===== config.mk =====
export PLATFORM = sky130hd
export DESIGN_NAME = isolde_imm_collector
export DESIGN_NICKNAME = d
export VERILOG_FILES = /design/src/rtl/isolde_imm_collector.sv
export SDC_FILE = /design/constraint.sdc
export NUM_CORES = 1
export LEC_CHECK = 0
export BUFFER_PORTS_ARGS = -buffer_cell sky130_fd_sc_hd__buf_2
export CAP_MARGIN = 20
export CORE_UTILIZATION = 55
export CTS_BUF_LIST = sky130_fd_sc_hd__clkbuf_8 sky130_fd_sc_hd__clkbuf_16
export DETAILED_ROUTE_END_ITERATION = 8
export GPL_TIMING_DRIVEN = 1
export PLACE_DENSITY = 0.81
export SYNTH_ARGS = -nofsm -noshare
export SYNTH_HDL_FRONTEND = slang
export SYNTH_SLANG_ARGS = --single-unit

===== constraint.sdc =====
create_clock -name clk_i -period 11.2 [get_ports clk_i]
set_input_delay 1.12 -clock clk_i [delete_from_list [all_inputs] [get_ports clk_i]]
set_output_delay 1.12 -clock clk_i [all_outputs]
set_load 0.02 [all_outputs]

===== src/rtl/isolde_imm_collector.sv =====
// isolde_imm_collector
// Front end of the ISOLDE fetch-to-exec handshake. Ordinary fetch words go
// straight to the standard decoder. A custom-opcode header starts the
// collection of its 1..4 trailing immediate words. The header and its
// immediates are then held as one stable exec request until the exec block
// reports done.

module isolde_imm_collector #(
  parameter int         IMM32_OPS     = 4,
  parameter logic [6:0] CUSTOM_OPCODE = 7'h0B
) (
  input  logic                      clk_i,
  input  logic                      rst_i,
  // fetch word stream
  input  logic                      instr_valid_i,
  input  logic [31:0]               instr_i,
  output logic                      instr_ready_o,
  input  logic                      flush_i,
  // standard decode path
  output logic                      std_valid_o,
  output logic [31:0]               std_instr_o,
  input  logic                      std_ready_i,
  // exec request
  output logic                      exec_req_o,
  input  logic                      exec_gnt_i,
  input  logic                      exec_dne_i,
  output logic [31:0]               instr_o,
  output logic [2:0]                func3_o,
  output logic [1:0]                funct2_o,
  output logic [IMM32_OPS*32-1:0]   imm32_o,
  output logic [IMM32_OPS-1:0]      imm32_valid_o,
  output logic                      illegal_o,
  output logic                      busy_o
);

  typedef enum logic [1:0] {
    ST_IDLE,
    ST_COLLECT,
    ST_REQ,
    ST_WAIT_DNE
  } state_t;

  // Slot count in the same 3-bit width as the immediate counters.
  localparam logic [2:0] LP_OPS = 3'(IMM32_OPS);

  state_t      r_state;
  state_t      w_state_next;

  logic [31:0]          r_instr;
  logic [31:0]          r_imm [IMM32_OPS];
  logic [IMM32_OPS-1:0] r_imm_valid;
  logic [2:0]           r_remaining;
  logic [2:0]           r_n_imm;
  logic                 r_illegal;

  logic       w_is_custom;
  logic [2:0] w_n_imm;
  logic [2:0] w_slot;
  logic       w_hdr_load;
  logic       w_hdr_illegal;
  logic       w_imm_load;
  logic       w_clear;

  assign w_is_custom = (instr_i[6:0] == CUSTOM_OPCODE);
  // funct2 encodes the immediate count minus one.
  assign w_n_imm     = {1'b0, instr_i[26:25]} + 3'd1;
  // Immediates fill slots in arrival order: 0, 1, 2, ...
  assign w_slot      = r_n_imm - r_remaining;

  // FSM state register.
  always_ff @(posedge clk_i) begin
    if (rst_i) begin
      r_state <= ST_IDLE;
    end else begin
      r_state <= w_state_next;
    end
  end

  // Next-state logic, handshake outputs and datapath strobes.
  always_comb begin
    w_state_next  = r_state;
    instr_ready_o = 1'b0;
    std_valid_o   = 1'b0;
    exec_req_o    = 1'b0;
    w_hdr_load    = 1'b0;
    w_hdr_illegal = 1'b0;
    w_imm_load    = 1'b0;
    w_clear       = 1'b0;
    unique case (r_state)
      ST_IDLE: begin
        if (w_is_custom) begin
          // Headers are always consumed here, never offered to the decoder.
          instr_ready_o = 1'b1;
          if (instr_valid_i) begin
            if (w_n_imm <= LP_OPS) begin
              w_hdr_load   = 1'b1;
              w_state_next = ST_COLLECT;
            end else begin
              w_hdr_illegal = 1'b1;
            end
          end
        end else begin
          // Plain instructions: combinational pass-through.
          std_valid_o   = instr_valid_i;
          instr_ready_o = std_ready_i;
        end
      end
      ST_COLLECT: begin
        if (flush_i) begin
          // Flush wins over a word offered in the same cycle.
          w_clear      = 1'b1;
          w_state_next = ST_IDLE;
        end else begin
          instr_ready_o = 1'b1;
          if (instr_valid_i) begin
            w_imm_load = 1'b1;
            if (r_remaining == 3'd1) begin
              w_state_next = ST_REQ;
            end
          end
        end
      end
      ST_REQ: begin
        exec_req_o = 1'b1;
        if (exec_gnt_i) begin
          w_state_next = ST_WAIT_DNE;
        end
      end
      ST_WAIT_DNE: begin
        if (exec_dne_i) begin
          w_clear      = 1'b1;
          w_state_next = ST_IDLE;
        end
      end
      default: begin
        w_state_next = ST_IDLE;
      end
    endcase
  end

  // Header latch, immediate slots, remaining counter and illegal pulse.
  always_ff @(posedge clk_i) begin
    if (rst_i) begin
      r_instr     <= '0;
      r_imm_valid <= '0;
      r_remaining <= '0;
      r_n_imm     <= '0;
      r_illegal   <= 1'b0;
      for (int k = 0; k < IMM32_OPS; k++) begin
        r_imm[k] <= '0;
      end
    end else begin
      // An unsupported header is swallowed and flagged for exactly one cycle.
      r_illegal <= w_hdr_illegal;
      if (w_hdr_load) begin
        r_instr     <= instr_i;
        r_imm_valid <= '0;
        r_remaining <= w_n_imm;
        r_n_imm     <= w_n_imm;
      end else if (w_imm_load) begin
        for (int k = 0; k < IMM32_OPS; k++) begin
          if (w_slot == 3'(k)) begin
            r_imm[k]       <= instr_i;
            r_imm_valid[k] <= 1'b1;
          end
        end
        r_remaining <= r_remaining - 3'd1;
      end else if (w_clear) begin
        r_imm_valid <= '0;
        r_remaining <= '0;
      end
    end
  end

  // Slots without a valid immediate read as zero, so leftovers from an
  // earlier, longer request never leak into a shorter one.
  genvar gi;
  generate
    for (gi = 0; gi < IMM32_OPS; gi++) begin : g_slot
      assign imm32_o[gi*32 +: 32] = r_imm[gi] & {32{r_imm_valid[gi]}};
    end
  endgenerate

  assign std_instr_o   = instr_i;
  assign instr_o       = r_instr;
  assign func3_o       = r_instr[14:12];
  assign funct2_o      = r_instr[26:25];
  assign imm32_valid_o = r_imm_valid;
  assign illegal_o     = r_illegal;
  assign busy_o        = (r_state != ST_IDLE);

endmodule


==> results.cfg <==
[run_status]
status = finished, final reports clean

[die]
rows = 42
initial_core_util_pct = 57.3
die_h_um = 121
core-area_um2 = 13500
fp.dieW_um = 121
dieArea_um2 = 14600
pin_count = 245

[global_routing]
grt_pass1_wl_mm = 28.6
grt_pass1_vias = 5347
grt_antenna_before_repair = 0
grt_max_degree = 40
track_usage_pct = 26.4
grt_overflow = 0

[sta]
relSlewSlack_pct = 25.7
fin_tns_setup_ps = 0
worst_slack_ps = 7560
maxSlewViolCount = 0
finalHoldViolations = 0
min_period_over_period_pct = 32.5
fmax_mhz = 275
tightest_slew_ps = 1110
finalCriticalPeriod_ps = 3640
setup_viol = 0
hold_ws_ps = 452
rsz0062_at_grt = no
final.setup_skew_ps = 6.41

[clock_tree]
cts_root_buf = clkbuf_16
cts_tree = yes
clock_latency_ps = 420
clk_pin_slew_ps = 60
cts_resized = 0
cts_buffers = 17
clock_sinks = 173
clockBufferDepth = 2
htree_levels = 4
ctsHoldBuffers = 0
cts_setup_buffers = 0

[worst_setup_path]
crit_path_end_kind = output port
critPathRequiredTime_ps = 10080
worst-r2r-cell-count = 7
start_kind = input pin
path_common_cell = buf_2
crit_path_top_delay_cell = or4b_4
arrival_ps = 2520
cp_slowest_stage_delay_ps = 600
critical_path.max_fanout = 6
cp_cell_sequence = buf_2 -> or4b_4 -> nor2_1 -> nor3_1 -> a211oi_1 -> buf_2
crit_type = in2out

[final_layout]
diodes = 0
fin_util_pct = 70.5
stdcell_area_um2 = 9530
area_growth_pct = 23.1
final_net_count = 910
fin_cells = 1055
layout-drive-gt1-share_pct = 33.8

[synthesis]
netlist_instances = 668
syn-cell-area_um2 = 7740
syn_area_per_cell_um2 = 11.6
async_flop_share_pct = 0
yosysUniqueCellTypes = 45
yosysMostFrequentCell = and2_1
ys_seq_area_share_pct = 61.3
yosysTopAreaCell = edfxtp_1
synth_top_flop_cell = edfxtp_1
synthTopCellsByCount = and2_1, edfxtp_1, nand2_1, dfxtp_1, buf_4
netlist_top_cells_area = edfxtp_1, and2_1, dfxtp_1
synth_enable_flop_cells = 128
syn-num-nets = 712
synth_top_area_share_pct = 49.7
synth_warnings = 0
synth-seq-cells = 173

[routing]
drt-total-wl_mm = 18.8
antenna_left = 0
avgRoutedWirePerCell_um = 17.8
viasPerCell = 5.19
drt-pass1-iter-count = 5
drtIter0Drc = 407
vias = 5474
drc = 0

[run]
maxCapViolations = 0

[placement]
place_inst = 1018
placedInstanceArea_um2 = 8820
place_ws_ps = 7580
routabilityCongestion = 0.812
portBuffers = 244
place_hpwl_mm = 12.3

[hold_path]
hold_depth = 2
hold_class = reg2reg

[power]
power_density_nw_per_um2 = 141
vdd.ir_drop.worst_mv = 0.0916
total_power_mw = 1.35
power.leakage_nw = 4.41
## critical path, delay by kind of cell
| family | cells | cell delay (ps) |
|---|---|---|
| buf+inv | 2 | 330 |
| simple gates | 3 | 830 |
| compound gates | 1 | 230 |
## layout make-up
cell class | count | area (um^2)
sequential | 173 | 4740
timing repair buffer | 254 | 1360
multi-input combinational | 414 | 2570
fill | 981 | 3980
clock buffer | 25 | 581
clock inverter | 7 | 28.8
inverter | 6 | 22.5
tap | 176 | 220
## placed cells by master (no fill, tap or decap), types with 2 or more instances in the layout
cell type,count
or2_2,2
dfxtp_1,45
nor2_1,12
inv_1,12
mux2_2,2
nor3_1,2
a41o_1,4
a211oi_1,2
nand3_1,2
edfxtp_1,128
buf_16,2
a21oi_1,30
buf_4,5
and3_1,5
buf_8,3
and2_1,256
ha_1,4
nor3_4,3
nand2_1,62
clkbuf_16,21
clkbuf_8,4
buf_2,244
o21ai_4,2
o21ai_0,3
## state kept, by name, indices dropped and copies added, names as in the netlist, named ones only
name           flops
illegal_o          1
imm32_valid_o      4
instr_o           32
r_imm            128
r_n_imm            3
r_remaining        3
r_state            1
## final timing paths
| path | end | slack, ps | start |
|---|---|---|---|
| max | instr_ready_o | 7560 | instr_i[4] |
| min | instr_o[31]$_SDFFE_PP0P_ | 450 | instr_o[31]$_SDFFE_PP0P_ |
| max reg2reg | r_imm[0][31]$_SDFFCE_PN0P_ | 8390 | r_remaining[0]$_SDFFE_PP0P_ |
| min reg2reg | instr_o[31]$_SDFFE_PP0P_ | 450 | instr_o[31]$_SDFFE_PP0P_ |
## metal layers
metal / GRT usage, % / share of wire [%] / vias to the layer above
met3: 5.19 / 6.3 / 24
met5: 0 / 0 / -
met2: 47.2 / 52 / 234
met4: 9.03 / 1.4 / 0
met1: 31.7 / 40 / 2644
li1: - / - / 2572
## power by group
part | switching (mW) | leakage, nW | internal, mW
Combinational | 0.0390 | 2.40 | 0.0141
Clock | 0.231 | 0.324 | 0.357
Sequential | 0.00410 | 1.68 | 0.702
Total | 0.274 | 4.41 | 1.07
## logic make-up after synthesis
kind of cell	synth area share, %
simple gates	27.3
buf+inv	6.14
other cells	0.0485
flops	61.3
mux	0.291
xor+xnor	0.291
compound gates	3.73
fa+ha+maj	0.905
Power figures use the tool's default switching activity.
